File: config.mk
export PLATFORM = sky130hd
export DESIGN_NAME = instruction_fetch_unit_flat
export DESIGN_NICKNAME = d
export VERILOG_FILES = /design/src/rtl/instruction_fetch_unit_if.sv /design/src/rtl/instruction_fetch_unit.sv /design/src/flat_wrapper.sv
export SDC_FILE = /design/constraint.sdc
export NUM_CORES = 1
export LEC_CHECK = 0
export ABC_AREA = 0
export ABC_CLOCK_PERIOD_IN_PS = 12820
export BUFFER_PORTS_ARGS = -buffer_cell sky130_fd_sc_hd__buf_4
export CORE_ASPECT_RATIO = 1.25
export CORE_MARGIN = 2
export CORE_UTILIZATION = 50
export CTS_BUF_LIST = sky130_fd_sc_hd__clkbuf_8
export CTS_CLUSTER_SIZE = 12
export DETAILED_ROUTE_END_ITERATION = 6
export GPL_TIMING_DRIVEN = 0
export PLACE_DENSITY_LB_ADDON = 0.1
export SYNTH_ARGS = -nofsm -noshare
export SYNTH_HDL_FRONTEND = slang
export SYNTH_SLANG_ARGS = --single-unit
File: constraint.sdc
create_clock -name clk -period 12.82 [get_ports clk]
set_clock_uncertainty 0.1 [all_clocks]
set_input_delay 0 -clock clk [delete_from_list [all_inputs] [get_ports clk]]
set_output_delay 0 -clock clk [all_outputs]
set_load 0.01 [all_outputs]
File: src/rtl/instruction_fetch_unit_if.sv
// Fetch-unit bus bundle: instruction-memory request/ack channel plus the decode-side pair/redirect channel.
interface instruction_fetch_unit_if #(
  parameter int PC_bitSize = 11
);
  logic                  imem_req;
  logic [PC_bitSize-1:0] imem_addr;
  logic                  imem_ack;
  logic [63:0]           imem_rdata;
  logic                  id_ready;
  logic                  branch_result;
  logic [PC_bitSize-1:0] branch_address;
  logic                  id_valid;
  logic [31:0]           instruction_even;
  logic [31:0]           instruction_odd;
  logic [PC_bitSize-1:0] pc_out;
  logic [PC_bitSize-1:0] pcpluseight_out;

  modport master (
    output imem_req, imem_addr,
    input  imem_ack, imem_rdata,
    input  id_ready, branch_result, branch_address,
    output id_valid, instruction_even, instruction_odd, pc_out, pcpluseight_out
  );

  modport slave (
    input  imem_req, imem_addr,
    output imem_ack, imem_rdata,
    output id_ready, branch_result, branch_address,
    input  id_valid, instruction_even, instruction_odd, pc_out, pcpluseight_out
  );
endinterface

File: src/rtl/instruction_fetch_unit.sv
// Fetches 64-bit instruction pairs into a 2-entry queue for decode; pair visible one cycle after ack.
// Backpressure: no new request is issued while the queue would be full; redirects flush and drop stale acks.
module instruction_fetch_unit #(
  parameter int PC_bitSize = 11
) (
  input  logic                     clk,
  input  logic                     reset,
  instruction_fetch_unit_if.master bus
);
  typedef enum logic {FETCH, DISCARD} state_t;

  typedef struct packed {
    logic [63:0]           pair;
    logic [PC_bitSize-1:0] pc;
  } entry_t;

  localparam logic [PC_bitSize-1:0] PC_STEP    = PC_bitSize'(8);
  localparam logic [PC_bitSize-1:0] ALIGN_MASK = ~PC_bitSize'(7);

  state_t                state_q, state_d;
  logic                  req_q, req_d;
  logic [PC_bitSize-1:0] fetch_pc_q, fetch_pc_d;
  logic [PC_bitSize-1:0] target_q, target_d;
  entry_t                mem_q [2];
  entry_t                mem_d [2];
  logic                  rd_ptr_q, rd_ptr_d;
  logic                  wr_ptr_q, wr_ptr_d;
  logic [1:0]            count_q, count_d;

  logic                  ack;
  logic                  pop;
  logic                  push;
  logic                  id_valid;
  logic [PC_bitSize-1:0] branch_target;
  entry_t                head;

  // An ack only counts against a live request, so late acks after reset are ignored.
  assign ack           = req_q & bus.imem_ack;
  assign id_valid      = (count_q != 2'd0);
  assign pop           = id_valid & bus.id_ready;
  assign branch_target = bus.branch_address & ALIGN_MASK;
  assign head          = mem_q[rd_ptr_q];

  always_comb begin
    state_d    = state_q;
    req_d      = req_q;
    fetch_pc_d = fetch_pc_q;
    target_d   = target_q;
    mem_d      = mem_q;
    rd_ptr_d   = rd_ptr_q;
    wr_ptr_d   = wr_ptr_q;
    count_d    = count_q;
    push       = 1'b0;
    case (state_q)
      FETCH: begin
        if (bus.branch_result) begin
          rd_ptr_d = 1'b0;
          wr_ptr_d = 1'b0;
          count_d  = 2'd0;
          if (req_q && !bus.imem_ack) begin
            state_d  = DISCARD;
            target_d = branch_target;
          end else begin
            fetch_pc_d = branch_target;
            req_d      = 1'b1;
          end
        end else begin
          push = ack;
          if (push) begin
            mem_d[wr_ptr_q].pair = bus.imem_rdata;
            mem_d[wr_ptr_q].pc   = fetch_pc_q;
            wr_ptr_d             = ~wr_ptr_q;
            fetch_pc_d           = fetch_pc_q + PC_STEP;
          end
          if (pop) begin
            rd_ptr_d = ~rd_ptr_q;
          end
          count_d = count_q + {1'b0, push} - {1'b0, pop};
          // Issue the next fetch only if its data is guaranteed a free slot.
          if (!req_q || ack) begin
            req_d = (count_d <= 2'd1);
          end
        end
      end
      DISCARD: begin
        if (bus.branch_result) begin
          target_d = branch_target;
        end
        if (ack) begin
          state_d    = FETCH;
          fetch_pc_d = bus.branch_result ? branch_target : target_q;
          req_d      = 1'b1;
        end
      end
      default: state_d = FETCH;
    endcase
  end

  always_ff @(posedge clk) begin
    if (!reset) begin
      state_q    <= FETCH;
      req_q      <= 1'b0;
      fetch_pc_q <= '0;
      target_q   <= '0;
      rd_ptr_q   <= 1'b0;
      wr_ptr_q   <= 1'b0;
      count_q    <= 2'd0;
    end else begin
      state_q    <= state_d;
      req_q      <= req_d;
      fetch_pc_q <= fetch_pc_d;
      target_q   <= target_d;
      rd_ptr_q   <= rd_ptr_d;
      wr_ptr_q   <= wr_ptr_d;
      count_q    <= count_d;
    end
  end

  always_ff @(posedge clk) begin
    mem_q <= mem_d;
  end

  assign bus.imem_req         = req_q;
  assign bus.imem_addr        = fetch_pc_q;
  assign bus.id_valid         = id_valid;
  assign bus.instruction_even = id_valid ? head.pair[63:32] : 32'd0;
  assign bus.instruction_odd  = id_valid ? head.pair[31:0]  : 32'd0;
  assign bus.pc_out           = id_valid ? head.pc : '0;
  assign bus.pcpluseight_out  = id_valid ? head.pc + PC_STEP : '0;
endmodule

File: src/flat_wrapper.sv
// flat-port wrapper written by rule: the top's interface ports become plain ports
module instruction_fetch_unit_flat 
#(
  parameter int PC_bitSize = 11
)
  (clk, reset, bus_imem_req, bus_imem_addr, bus_imem_ack, bus_imem_rdata, bus_id_ready, bus_branch_result, bus_branch_address, bus_id_valid, bus_instruction_even, bus_instruction_odd, bus_pc_out, bus_pcpluseight_out);
  instruction_fetch_unit_if #(.PC_bitSize(PC_bitSize)) bus_i ();
  input  logic clk;
  input  logic reset;
  output wire logic [$bits(bus_i.imem_req)-1:0] bus_imem_req;
  output wire logic [$bits(bus_i.imem_addr)-1:0] bus_imem_addr;
  input wire logic [$bits(bus_i.imem_ack)-1:0] bus_imem_ack;
  input wire logic [$bits(bus_i.imem_rdata)-1:0] bus_imem_rdata;
  input wire logic [$bits(bus_i.id_ready)-1:0] bus_id_ready;
  input wire logic [$bits(bus_i.branch_result)-1:0] bus_branch_result;
  input wire logic [$bits(bus_i.branch_address)-1:0] bus_branch_address;
  output wire logic [$bits(bus_i.id_valid)-1:0] bus_id_valid;
  output wire logic [$bits(bus_i.instruction_even)-1:0] bus_instruction_even;
  output wire logic [$bits(bus_i.instruction_odd)-1:0] bus_instruction_odd;
  output wire logic [$bits(bus_i.pc_out)-1:0] bus_pc_out;
  output wire logic [$bits(bus_i.pcpluseight_out)-1:0] bus_pcpluseight_out;
  assign bus_imem_req = bus_i.imem_req;
  assign bus_imem_addr = bus_i.imem_addr;
  assign bus_i.imem_ack = bus_imem_ack;
  assign bus_i.imem_rdata = bus_imem_rdata;
  assign bus_i.id_ready = bus_id_ready;
  assign bus_i.branch_result = bus_branch_result;
  assign bus_i.branch_address = bus_branch_address;
  assign bus_id_valid = bus_i.id_valid;
  assign bus_instruction_even = bus_i.instruction_even;
  assign bus_instruction_odd = bus_i.instruction_odd;
  assign bus_pc_out = bus_i.pc_out;
  assign bus_pcpluseight_out = bus_i.pcpluseight_out;
  instruction_fetch_unit #(.PC_bitSize(PC_bitSize)) u_core (.clk(clk), .reset(reset), .bus(bus_i));
endmodule
# == Yosys cells after proc, flatten, opt, wreduce, memory -nomap -nowiden ==
# Cells that the tools add are included.
# op_classes
add_sub_neg,4
magnitude_cmp,4
eq_ne,6
n_mux,36
n_bitwise,8
n_reduce_logical,14
# op_table
op,n
$bwmux W150,2
$mux W75,4
$demux W75 S1,2
$mux W11,10
$mux W32,2
$pmux W11 S2,2
$add A11 B4 Y11 const B,2
$mux W1,11
$reduce_and A3 Y1,3
$ne A3 B2 Y1 const B,2
$reduce_and A2 Y1,3
$reduce_bool A2 Y1,3
$ge A2 B2 Y1 const B,2
$ne A2 B2 Y1 const B,2
$not A1 Y1,4
$not A1 Y2,2
$pmux W1 S2,2
$ne A3 B3 Y1 const B,1
$add A2 B1 Y2,1
$and A1 B1 Y1,2
$le A2 B1 Y1 const B,1
$logic_and A1 B1 Y1,2
$logic_not A1 Y1,2
$lt A2 B1 Y1 const B,1
other kinds (4),4
# word_totals
register_bits,178
out_inout_bits,99
word_cells,83

# == Longest topological paths before layout ==
# depth
depth_word,7
ltp_mapped,10
depth_no_buf,10

# == Worst setup path after synthesis ==
# Ideal clock, no wire load.
# synth_timing
path_kind,flip-flop to flip-flop
from,reg u_core.state_q
to,"reg u_core.mem_q[100] in the netlist's numbering, enable pin"
setup_ns,0.603
arrival_time_ns,5.897
path_slack_ns,6.221
path_stages_with_launch,4
synth_period_minus_slack_ns,6.599
cell_sequence,dfxtp_1 -> or2_2 -> clkbuf_1 -> nor3_1
# synth_between
elab_chain_cells,2
# synth_lines
element,line_no,text
"start, declared",instruction_fetch_unit.sv:20,"state_t state_q, state_d;"
"start signal, assigned",instruction_fetch_unit.sv:109,state_q <= state_d;
$not A1 Y1 (no line),--,
$reduce_and A3 Y1 (no line),--,
"end signal, assigned",instruction_fetch_unit.sv:120,mem_q <= mem_d;
"end, declared",instruction_fetch_unit.sv:24,entry_t mem_q [2];
# No other way between the ends.
# A chain may end at the register's enable or synchronous reset.

# == Final worst setup path ==
# layout_timing
from,reg u_core.count_q[1]
to,reg u_core.req_q (netlist: u_core.bus.imem_req)
# layout_between
elab_chain_cells,7
word_cells_on_any_way,8
classes_between,add/sub (2); order compare (1); mux (3); bitwise (1); reduce/logical (1)
# layout_lines
element,line_no,text
"start, declared",instruction_fetch_unit.sv:28,"logic [1:0] count_q, count_d;"
"start signal, assigned",instruction_fetch_unit.sv:115,count_q <= count_d;
"parallel branches: the longest is 2 deep, another holds $add A2 B1 Y2",--,
$sub A2 B1 Y2 *,instruction_fetch_unit.sv:78,"count_d = count_q + {1'b0, push} - {1'b0, pop};"
$le A2 B1 Y1 *,instruction_fetch_unit.sv:81,req_d = (count_d <= 2'd1);
$mux W1 *,instruction_fetch_unit.sv:80,if (!req_q || ack) begin
$mux W1 *,instruction_fetch_unit.sv:56,if (bus.branch_result) begin
$pmux W1 S2 *,instruction_fetch_unit.sv:54,case (state_q)
"end signal, assigned",instruction_fetch_unit.sv:110,req_q <= req_d;
"end, declared",instruction_fetch_unit.sv:21,"logic req_q, req_d;"
# Every way passes the cells marked *. The select of a mux whose other input is x is not followed.

==> summary.md <==
| Metric | Value |
|---|---|
| Hold Crit Depth | `2` |
| TritonCTS Buffers | `17` |
| Post-detailed-route count of antenna-violating nets | `0` |
| Status | `finished, final reports clean` |
| Hold EP | `u_core.mem_q[107]` |
| Total track usage | `22.2%` |
| Hold Crit Start | `bus_imem_rdata[21]` |
| VDD IR max | `0.0631 mV` |
| Area after DPL | `8970 um^2` |
| Most common cell in the netlist | `edfxtp_1` |
| Clk buf depth | `2` |
| Crit path launch type | `register` |
| Rel. slew slack | `51.7%` |
| Fin area | `10100 um^2` |
| #FFs+latches synth | `178` |
| Synth top area cells | `edfxtp_1 62%, mux2i_1 12%, dfxtp_1 7.7%, nor2_1 4.9%, and2_1 1.2%` |
| IO Pins | `179` |
| Root Buffer | `clkbuf_8` |
| Vias per inst | `5.12` |
| Number of max-cap violations | `0` |
| Achievable frequency | `373 MHz` |
| Yosys top cell by area | `edfxtp_1` |
| # setup viols final | `0` |
| Layout Utilization | `70.5%` |
| Clock sink total | `178` |
| Post-synth EDFFs | `150` |
| WL final | `17000 um` |
| Synth async-reset ratio | `0%` |
| H-tree lvl count | `4` |
| Row count | `49` |
| Yosys warnings | `0` |
| Reg2reg end | `u_core.bus.imem_req` |
| Top_reg_cell synth | `edfxtp_1` |
| Worst r2r path cells | `10` |
| Worst Path Max Fanout | `8` |
| Reg2reg start | `u_core.count_q[1]` |
| Routed WL per cell | `16.9 um` |
| Placed wire-length estimate | `11700 um` |
| Worst-Skew Late Latency | `0.44 ns` |
| Core ar. | `14300 um^2` |
| Crit path kind | `register to register` |
| Avg Cell Area, Syn | `13.6 um^2` |
| Inserted Diodes | `0` |
| # DRC | `0` |
| 1st-iter DRT viols | `237` |
| Synthesized net count | `621` |
| Synth cell types | `42` |
| Via count | `5155` |
| PortBufs | `175` |
| DIE AREA | `15600 um^2` |
| Layout cell share with drive strength beyond 1 | `27.9%` |
| Fin. Hold Viols | `0` |
| Die Width | `112 um` |
| Layout Nets | `900` |
| Fin crit period | `2.68 ns` |
| PD cells | `113 nW/um^2` |
| First-pass GRT wire length | `27200 um` |
| Initial antenna violation count | `0` |
| RSZ-0062 raised after global routing | `false` |
| Vias in the first global route | `5482` |
| Reg2reg setup slack | `10.14 ns` |
| GRT overflow | `0` |
| Clock slew at reported path FFs | `0.09 ns` |
| Worst-Margin Slew | `0.721 ns` |
| Most frequent cells after synthesis | `150 x edfxtp_1, 95 x nor2_1, 85 x mux2i_1` |
| Die H | `139 um` |
| Sequential share of the synthesized area | `69.2%` |
| CTS tree | `done` |
| Fill count | `1072` |
| Routability congestion estimate | `0.889` |
| Synthesized cell area | `7310 um^2` |
| Top-area cell type share of the netlist area | `61.6%` |
| Initial core utilization | `51.0%` |
| Pins Over Slew Limit | `0` |
| P&R area growth vs syn | `38.2%` |
| 1st-pass router iterations | `4` |
| Fin crit share | `20.9%` |
| Largest net degree at the start of global routing | `48` |
| Synthesized instance count | `537` |
| Setup TNS | `0 ns` |
| Worst Path Required | `13.05 ns` |
| Lkg Pwr | `3.84 nW` |
| Critical path data arrival time | `2.91 ns` |
| Worst Hold Class | `primary input to register` |
| Worst Setup End Kind | `register` |
| Total power | `1.14 mW` |
final cells by class:
type / count / area (um^2) / share of cell area, %
sequential: 178 / 5060 / 50.1
clock inverter: 15 / 134 / 1.32
inverter: 9 / 33.8 / 0.334
buffer: 30 / 143 / 1.41
multi-input combinational: 320 / 2080 / 20.6
timing repair buffer: 260 / 2190 / 21.7
clock buffer: 17 / 234 / 2.31
tap: 178 / 223 / 2.20
logic make-up after synthesis:
family	Yosys count	share of synthesized area, %
buffers and inverters	39	2.41
flip-flops	178	69.2
multiplexers	85	11.6
XOR/XNOR	5	0.599
adder cells (fa/ha/maj)	4	0.684
AND/OR/NAND/NOR	173	10.9
AO/OA/AOI/OAI	53	4.57
worst max path at each step:
stage,endpoint,slack [ns],cells after the start,startpoint
final,u_core.bus.imem_req,10.14,10,u_core.count_q[1]
after global routing,u_core.bus.imem_req,9.88,10,u_core.count_q[1]
after CTS,u_core.bus.imem_req,10.14,10,u_core.count_q[1]
after detailed placement,u_core.bus.imem_req,10.15,10,u_core.count_q[1]
after global placement,u_core.wr_ptr_q,3.30,4,u_core.state_q
after floorplan,u_core.mem_q[100],6.22,3,u_core.state_q
per-stage QoR:
step                      worst slack, ns  instances  hold WS, ns
final                               10.14       1007        0.179
after CTS                           10.14       1007        0.147
after floorplan                      6.22        537     -0.00113
after detailed placement            10.15        898       0.0882
after global placement               3.30        890       0.0852
after global routing                 9.88       1007        0.153
where the power goes:
part           total, mW  internal [mW]  switching, mW
logic              0.138         0.0708         0.0673
clock network      0.357          0.155          0.202
registers          0.649          0.641        0.00836
total               1.14          0.867          0.277
critical path, stage by stage (launching register included):
cell,delay (ns)
dfxtp_1,0.35
nor2_1,0.43
inv_1,0.29
and2_1,0.25
ha_1,0.27
inv_1,0.04
ha_1,0.17
xor2_1,0.25
xnor2_1,0.13
a211oi_1,0.23
nor3_1,0.07
routing by layer:
| layer | GRT usage [%] | share of wire (%) | routed length [um] |
|---|---|---|---|
| met5 | 0 | 0 | 0 |
| met4 | 8.41 | 1.8 | 308 |
| met3 | 3.57 | 3.9 | 658 |
| met2 | 41.0 | 55 | 9330 |
| met1 | 25.8 | 39 | 6670 |
placed cells by master (no fill, tap or decap), drive strengths merged, types with 2 or more instances in the layout:
cell         Yosys  layout
clkbuf          12      29
or2              2       2
inv              8      16
nand3            5       5
nor3             6       6
nand2b           4       4
nor2            95      95
o211ai           2       2
xnor2            2       2
xor2             3       3
ha               4       4
a211oi           2       2
o311a            2       2
mux2i           85      85
clkinv           1       2
o31ai            4       4
a32o             3       3
edfxtp         150     150
a21oi           17      17
and3             6       6
clkinvlp         0       5
nand4            2       2
o21a             3       3
o21ai           14      14
nor2b           12      12
dfxtp           28      28
nand3b           4       4
dlygate4sd3      0      77
and2            14      14
nand2           20      20
buf             18     201
state kept, by name, indices dropped and copies added (netlist names):
| signal | cells |
|---|---|
| u_core.bus.imem_req | 1 |
| u_core.target_q | 11 |
| u_core.rd_ptr_q | 1 |
| u_core.wr_ptr_q | 1 |
| u_core.state_q | 1 |
| u_core.count_q | 2 |
| u_core.bus.imem_addr | 11 |
| u_core.mem_q | 150 |
what timing repair did:
action	in CTS	in global routing
resized for setup	0	0
endpoints found under the hold margin	153	0
hold buffers	77	0
buffers inserted	0	0
No activity file was read; power rests on OpenSTA's default activity.
